### config.mk
export PLATFORM = sky130hd
export DESIGN_NAME = fifo_uart_tx
export DESIGN_NICKNAME = d
export VERILOG_FILES = /design/src/rtl/uart_pkg.sv /design/src/rtl/uart_baud_cnt.sv /design/src/rtl/fifo_uart_tx.sv
export SDC_FILE = /design/constraint.sdc
export NUM_CORES = 1
export LEC_CHECK = 0
export BUFFER_PORTS_ARGS = -buffer_cell sky130_fd_sc_hd__buf_4
export CAP_MARGIN = 25
export CELL_PAD_IN_SITES_DETAIL_PLACEMENT = 1
export CELL_PAD_IN_SITES_GLOBAL_PLACEMENT = 1
export CORE_ASPECT_RATIO = 1.25
export CORE_MARGIN = 1.5
export CORE_UTILIZATION = 41
export CTS_CLUSTER_SIZE = 16
export DETAILED_ROUTE_END_ITERATION = 7
export MAX_ROUTING_LAYER = met4
export PLACE_DENSITY = 0.77
export SYNTH_ARGS = -nofsm -noshare
export SYNTH_HDL_FRONTEND = slang
export SYNTH_SLANG_ARGS = --single-unit
### constraint.sdc
create_clock -name clk -period 2 [get_ports clk]
set_clock_uncertainty 0.15 [all_clocks]
set_input_delay 0.1 -clock clk [delete_from_list [all_inputs] [get_ports clk]]
set_output_delay 0.1 -clock clk [all_outputs]
set_load 0.01 [all_outputs]
### src/rtl/uart_pkg.sv
// Shared UART types: FSM state encoding and default bit period, also used by the receiver.
// No logic; no latency or flow control of its own.
package uart_pkg;

  localparam int CLK_PER_BIT_DEFAULT = 868;

  typedef enum logic [2:0] {
    ST_IDLE,
    ST_POP,
    ST_LOAD,
    ST_START,
    ST_DATA,
    ST_STOP
  } uart_state_e;

endpackage

### src/rtl/uart_baud_cnt.sv
// Bit-period counter: tick is high on the last cycle of each bit, zero latency from count.
// No backpressure; clear holds the count at zero so the next bit starts aligned.
module uart_baud_cnt
  import uart_pkg::*;
#(
  parameter int CLK_PER_BIT = CLK_PER_BIT_DEFAULT
) (
  input  logic clk,
  input  logic rstn,
  input  logic clear,
  output logic tick
);

  localparam int W = (CLK_PER_BIT > 1) ? $clog2(CLK_PER_BIT) : 1;
  localparam logic [W-1:0] LAST = W'(CLK_PER_BIT - 1);

  logic [W-1:0] cnt_q, cnt_d;

  always_comb begin
    tick  = (cnt_q == LAST);
    cnt_d = cnt_q + 1'b1;
    if (clear || tick) begin
      cnt_d = '0;
    end
  end

  always_ff @(posedge clk or negedge rstn) begin
    if (!rstn) begin
      cnt_q <= '0;
    end else begin
      cnt_q <= cnt_d;
    end
  end

endmodule

### src/rtl/fifo_uart_tx.sv
// Drains a byte FIFO onto an 8N1 UART line; 3 cycles from non-empty to start bit, 10 bit-times per frame.
// No backpressure input: pops one byte only when the previous frame's stop bit is done.
module fifo_uart_tx
  import uart_pkg::*;
#(
  parameter int CLK_PER_BIT = CLK_PER_BIT_DEFAULT
) (
  input  logic       clk,
  input  logic       rstn,
  input  logic       fifo_empty,
  output logic       fifo_pop,
  input  logic [7:0] fifo_data,
  output logic       tx,
  output logic       busy
);

  uart_state_e state_q, state_d;
  logic [7:0]  shift_q, shift_d;
  logic [2:0]  bit_cnt_q, bit_cnt_d;
  logic        tx_q, tx_d;
  logic        baud_clear;
  logic        baud_tick;

  // Counter is held at zero until the first START cycle so every bit is exactly one period.
  assign baud_clear = (state_q == ST_IDLE) || (state_q == ST_POP) || (state_q == ST_LOAD);

  uart_baud_cnt #(
    .CLK_PER_BIT(CLK_PER_BIT)
  ) u_baud (
    .clk  (clk),
    .rstn (rstn),
    .clear(baud_clear),
    .tick (baud_tick)
  );

  always_comb begin
    state_d   = state_q;
    shift_d   = shift_q;
    bit_cnt_d = bit_cnt_q;
    tx_d      = tx_q;
    case (state_q)
      ST_IDLE: begin
        tx_d = 1'b1;
        if (!fifo_empty) begin
          state_d = ST_POP;
        end
      end
      ST_POP: begin
        state_d = ST_LOAD;
      end
      ST_LOAD: begin
        shift_d   = fifo_data;
        tx_d      = 1'b0;
        bit_cnt_d = 3'd0;
        state_d   = ST_START;
      end
      ST_START: begin
        if (baud_tick) begin
          tx_d    = shift_q[0];
          state_d = ST_DATA;
        end
      end
      ST_DATA: begin
        if (baud_tick) begin
          bit_cnt_d = bit_cnt_q + 3'd1;
          shift_d   = shift_q >> 1;
          if (bit_cnt_q == 3'd7) begin
            tx_d    = 1'b1;
            state_d = ST_STOP;
          end else begin
            tx_d = shift_q[1];
          end
        end
      end
      ST_STOP: begin
        tx_d = 1'b1;
        if (baud_tick) begin
          state_d = ST_IDLE;
        end
      end
      default: begin
        tx_d    = 1'b1;
        state_d = ST_IDLE;
      end
    endcase
  end

  always_ff @(posedge clk or negedge rstn) begin
    if (!rstn) begin
      state_q   <= ST_IDLE;
      shift_q   <= 8'd0;
      bit_cnt_q <= 3'd0;
      tx_q      <= 1'b1;
    end else begin
      state_q   <= state_d;
      shift_q   <= shift_d;
      bit_cnt_q <= bit_cnt_d;
      tx_q      <= tx_d;
    end
  end

  assign tx       = tx_q;
  assign fifo_pop = (state_q == ST_POP);
  assign busy     = (state_q != ST_IDLE);

endmodule

==> run summary, run 1 <==
commonest non-fill, non-tap cells in the layout = 25 x buf_4, 24 x dfrtp_1, 13 x nor2_1
first-pass GRT wire length = 5180 µm
Die Y = 66.5 µm
Power Dens Cells = 1070 mW/mm²
syn nets = 133
# setup viols final = 0
VDD IR-drop max = 0.000586 V
antenna violations before repair = 0
GP Congestion = 0.830
Initial Util = 44.0%
synthesis-to-finish area growth = 27.2%
Final Max Tran Viols = 0
number of global-route vias before repair = 1,134
most common cell after layout, fill and taps aside = buf_4
Final Total Pwr = 1800 µW
n_diodes = 0
via count = 1,043
number of vias per cell = 5.49
PortBufs = 13
Leak Pwr = 0.000788 µW
Reg area = 627 µm²
multi-input logic area = 678 µm²
Final Routed Wirelength = 3080 µm
final worst-path cycle share = 99.7%
Hold Path Class = in2async
kind of critical path = reg2reg
critical path peak fanout = 5
Worst-Margin Slew = 319 ps
M1 wire length = 1340 µm
routed len/inst = 16.2 µm
share of layout cells above drive strength 1 = 32.5%
pre-CTS WS = -18.4 ps
CP endpoint kind = flop
H-tree depth = 1
final worst slack = 6.43 ps
fmax = 502 MHz
Fin. Hold Viols = 0
CP startpoint = u_baud.cnt_q[3]$_DFF_PN0_
Fillers = 329
Post-Route Utilization = 56.0%
Mapped Cells = 119
Die W = 53.8 µm
clk_lat worst skew = 330 ps
clock buffer depth = 2
EDFF count, synth = 0
Num CTS Buffers = 3
Worst Path Required = 2100 ps
Congestion Overflow GR = 0
yosys warns = 0
I/O pins = 14
slew margin rel. = 78.7%
residual DRC count = 0
run status = completed
final setup TNS = 0 ps
met3 routed WL = 75 µm
Cell Area, Synth = 0.00132 mm²
top_reg_cell synth = dfrtp_1
core area = 0.00300 mm²
root buffer cell = clkbuf_4
Nets = 169
uppermost layer routed = met4
drt first-iter violations = 24
DPL Wire Length = 2220 µm
total clock sinks = 25
ANT nets after route = 0
#FFs+latches synth = 25
worst r2r src = u_baud.cnt_q[3]$_DFF_PN0_
RSZ-0062 raised after global routing = true
FFs w/ async S/R, synth = 100%
Critical Path Start Type = flop
GRT Resource Usage Total = 20.8%
Arrival @ worst endpoint = 2100 ps
Reg clk slew, reported paths = 150 ps
Met2 Routed Length = 1610 µm
Unique masters post-synth = 40
row cnt = 22
syn avg cell area = 11.1 µm²
Max Cap Viol = 0
largest net degree at the start of global routing = 26
detailed-router iteration count before antenna repair = 4
sequential area share after synthesis = 47.4%
total die area = 0.00357 mm²
TritonCTS clock tree = yes
Final min period = 1990 ps
worst max-delay path, cell delays in order (launching register included):
cell and delay [ps]:
dfrtp_1 410, or4b_4 580, nor3_4 250, buf_6 160, o311ai_1 80, a311oi_1 280
what timing repair did:
| item | in CTS | in global routing |
|---|---|---|
| gates cloned | 0 | 0 |
| hold buffers | 10 | 0 |
| endpoints found under the setup margin | 11 | 9 |
| hold endpoints to repair | 34 | 0 |
| setup buffers | 0 | 1 |
| gates resized for setup | 2 | 2 |
power by group:
group	total, µW	internal (µW)	switching [µW]
combinational	791	410	381
clock	245	75.3	169
sequential	767	654	114
total	1800	1140	664
final timing paths:
kind / cells past startpoint / slack (ps) / to
setup / recovery: 5 / 6 / tx$_DFFE_PN1P_
hold / removal: 2 / 30 / u_baud.cnt_q[2]$_DFF_PN0_
setup reg to reg: 5 / 6 / tx$_DFFE_PN1P_
hold reg to reg: 1 / 360 / u_baud.cnt_q[0]$_DFF_PN0_
max in group asynchronous: 2 / 1380 / tx$_DFFE_PN1P_
min in group clk: 1 / 360 / u_baud.cnt_q[0]$_DFF_PN0_
area by class of cell:
cell class | count | area share [%]
multi-input combinational | 88 | 40.4
tap | 36 | 2.68
clock inverter | 1 | 0.298
clock buffer | 3 | 1.34
timing repair buffer | 36 | 17.8
inverter | 1 | 0.223
sequential | 25 | 37.3
cells by family (layout without fill, tap and decap cells):
family | count (synthesis) | in the layout | share of synthesized area (%)
and+or+nand+nor | 42 | 42 | 17.4
DFF | 25 | 25 | 47.4
AOI/OAI and AO/OA | 20 | 20 | 11.9
muxes | 15 | 15 | 12.7
xor gates and xnor gates | 8 | 8 | 5.30
buffers and inverters | 6 | 41 | 2.37
adders and majority gates | 3 | 3 | 2.84
routing by layer:
metal,vias up,GRT usage (%)
met4,0,8.65
met1,515,26.3
met5,-,-
li1,504,-
met3,5,2.02
met2,19,33.7
Yosys cell counts (3+ instances only):
master / n / area [µm²]
mux2_2: 12 / 135
xor2_1: 6 / 52.6
ha_1: 3 / 37.5
nand2_1: 7 / 26.3
nor2_1: 14 / 52.6
a21o_1: 3 / 22.5
a32o_1: 4 / 40.0
and3_1: 3 / 18.8
nand2b_1: 3 / 18.8
dfrtp_1: 24 / 601
clkbuf_1: 3 / 11.3
nand3_1: 3 / 15.0
metrics by stage:
step	area, µm²	cells	hold WS, ps
after global routing	1680	190	46.6
final	1680	190	30.6
after global placement	1530	175	-129
after detailed placement	1530	175	-125
after floorplan	1320	119	-346
after CTS	1670	189	50.7
registers in the layout, summed over array words and instances, names as in the netlist:
signal        cells
bit_cnt_q         3
shift_q           8
tx                1
u_baud.cnt_q     10
state_q           3
No activity file was read; power rests on OpenSTA's default activity.
==> inputs of run 2 (changes only) <==
--- a/config.mk
+++ b/config.mk
@@ -16,6 +16,7 @@
 export DETAILED_ROUTE_END_ITERATION = 7
 export MAX_ROUTING_LAYER = met4
 export PLACE_DENSITY = 0.77
+export RECOVER_POWER = 100
 export SYNTH_ARGS = -nofsm -noshare
 export SYNTH_HDL_FRONTEND = slang
 export SYNTH_SLANG_ARGS = --single-unit
==> run 2 against run 1 <==
Routed wire length fell by 0.19%. Worst hold slack better by 330 ps. Power is 0.52% lower. Combinational power is 1% lower. Critical path type unchanged. Final cell count did not move. Largest power group unchanged. Setup slack improved by 1.8 ps. Core utilization fell by 0.25 points. Critical path depth did not move.
==> run summary, run 2 (synthesis results as in run 1) <==
final setup TNS = 0 ps (unchanged)
final worst-path cycle share = 99.6% (was 99.7%)
r2r setup slk = 8 ps (was 6 ps)
placed cells = 175 (unchanged)
Congestion Overflow GR = 0 (unchanged)
RSZ-0062 raised after global routing = true (unchanged)
first-pass GRT wire length = 5180 µm (unchanged)
n_diodes = 0 (unchanged)
total die area = 0.00357 mm² (unchanged)
routed len/inst = 16.2 µm (about the same)
Worst-Margin Slew = 1330 ps (was 319 ps)
detailed-router iteration count before antenna repair = 4 (unchanged)
number of vias per cell = 5.49 (unchanged)
run status = completed (unchanged)
Initial Util = 44.0% (unchanged)
Reg clk slew, reported paths = 150 ps (about the same)
Internal = 1130 µW (was 1140 µW)
drt first-iter violations = 19 (was 24)
switching share of power = 37.0% (was 36.8%)
slew margin rel. = 11.1% (was 78.7%)
Fillers = 330 (was 329)
fmax = 502 MHz (about the same)
I/O pins = 14 (unchanged)
Power Dens Cells = 1070 mW/mm² (about the same)
root buffer cell = clkbuf_4 (unchanged)
share of layout cells above drive strength 1 = 31.2% (was 32.5%)
Arrival @ worst endpoint = 2100 ps (about the same)
final worst slack = 8.25 ps (was 6.43 ps)
Layout Cells excl Fill = 190 (unchanged)
critical path peak fanout = 5 (unchanged)
Final Routed Wirelength = 3070 µm (was 3080 µm)
antenna violations before repair = 0 (unchanged)
residual DRC count = 0 (unchanged)
Die W = 53.8 µm (unchanged)
Die Y = 66.5 µm (unchanged)
PortBufs = 13 (unchanged)
DPL Wire Length = 2220 µm (unchanged)
Final min period = 1990 ps (about the same)
Reg with most FFs = u_baud.cnt_q (unchanged)
Final Max Tran Viols = 0 (unchanged)
Finished Cell Area = 0.00167 mm² (was 0.00168 mm²)
Worst Path Required = 2110 ps (was 2100 ps)
Reg power frac = 42.8% (was 42.6%)
row cnt = 22 (unchanged)
Fin. Hold Viols = 0 (unchanged)
number of global-route vias before repair = 1,134 (unchanged)
CP endpoint kind = flop (unchanged)
Num CTS Buffers = 3 (unchanged)
core area = 0.00300 mm² (unchanged)
via count = 1,043 (unchanged)
GP Congestion = 0.830 (unchanged)
Sw Pwr = 664 µW (about the same)
max FFs per register = 10 (unchanged)
Nets = 169 (unchanged)
pre-CTS WS = -18.4 ps (unchanged)
combinational share of power = 43.6% (was 43.9%)
kind of critical path = reg2reg (unchanged)
H-tree depth = 1 (unchanged)
clk_lat worst skew = 330 ps (about the same)
Critical Path Start Type = flop (unchanged)
Max Cap Viol = 0 (unchanged)
TritonCTS clock tree = yes (unchanged)
Clk pwr share = 13.6% (about the same)
ANT nets after route = 0 (unchanged)
largest net degree at the start of global routing = 26 (unchanged)
most common cell after layout, fill and taps aside = dfrtp_1 (was buf_4)
# setup viols final = 0 (unchanged)
Area after DPL = 0.00153 mm² (unchanged)
clock buffer depth = 2 (unchanged)
synthesis-to-finish area growth = 26.6% (was 27.2%)
Hold Path Class = reg2reg (was in2async)
commonest non-fill, non-tap cells in the layout = 24 x dfrtp_1, 23 x buf_4, 13 x nor2_1 (was 25 x buf_4, 24 x dfrtp_1, 13 x nor2_1)
VDD IR-drop max = 0.000585 V (was 0.000586 V)
Leak Pwr = 0.000781 µW (was 0.000788 µW)
GRT Resource Usage Total = 20.8% (unchanged)
total clock sinks = 25 (unchanged)
Top Registers = u_baud.cnt_q x10, shift_q x8 (unchanged)
[run 2: stage by stage]
step	power, µW	hold WS (ps)	utilization [%]
3_5_place_dp	1540	-125	50.9
6_report	1790	357	55.8
2_1_floorplan	1260	-346	-
5_1_grt	1920	395	55.8
4_1_cts	1800	50.7	55.5
3_3_place_gp	1500	-129	50.9
[run 2: per-layer routing]
| metal | vias to the layer above | wire [µm] | GRT usage [%] |
|---|---|---|---|
| met5 | - | 0 | - |
| met4 | 0 | 55 | 8.65 |
| met3 | 5 | 77 | 2.02 |
| met2 | 20 | 1610 | 33.7 |
| met1 | 515 | 1330 | 26.3 |
| li1 | 503 | - | - |
[run 2: layout make-up]
class	instances	area [µm²]	share of cell area, %
Clock buffer	3	22.5	1.35
Clock inverter	1	5.00	0.299
Tap cell	36	45.0	2.69
Multi-Input combinational cell	88	678	40.5
Sequential cell	25	627	37.5
Inverter	1	3.75	0.224
Timing Repair Buffer	36	292	17.4
[run 2: repair_timing]
item | in CTS | in global routing
endpoints found under the hold margin | 34 | 0
setup endpoints to repair | 11 | 9
hold buffers | 10 | 0
setup buffers | 0 | 1
resized for setup | 2 | 2
pin swaps | 0 | 0
[run 2: critical path, stage by stage (launching register included)]
cell and delay [ps]:
dfrtp_1 410, or4b_4 580, nor3_4 250, buf_6 160, o311ai_1 80, a311oi_1 280
[run 2: path summary, 6_finish.rpt]
kind                                           startpoint                         to  cells after the start
worst max-delay path            u_baud.cnt_q[3]$_DFF_PN0_             tx$_DFFE_PN1P_                      5
worst min-delay path            u_baud.cnt_q[0]$_DFF_PN0_  u_baud.cnt_q[0]$_DFF_PN0_                      1
worst max register to register  u_baud.cnt_q[3]$_DFF_PN0_             tx$_DFFE_PN1P_                      5
worst min register to register  u_baud.cnt_q[0]$_DFF_PN0_  u_baud.cnt_q[0]$_DFF_PN0_                      1
max in group asynchronous                            rstn     shift_q[2]$_DFFE_PN0P_                      2
min in group asynchronous                            rstn  u_baud.cnt_q[2]$_DFF_PN0_                      2
[run 2: power by group through the flow]
stage / registers, µW / clock network [µW] / logic [µW]
2_1_floorplan: 738 / 0 / 521
3_3_place_gp: 761 / 0 / 734
3_5_place_dp: 776 / 0 / 761
4_1_cts: 767 / 241 / 795
5_1_grt: 788 / 262 / 867
6_report: 768 / 244 / 781
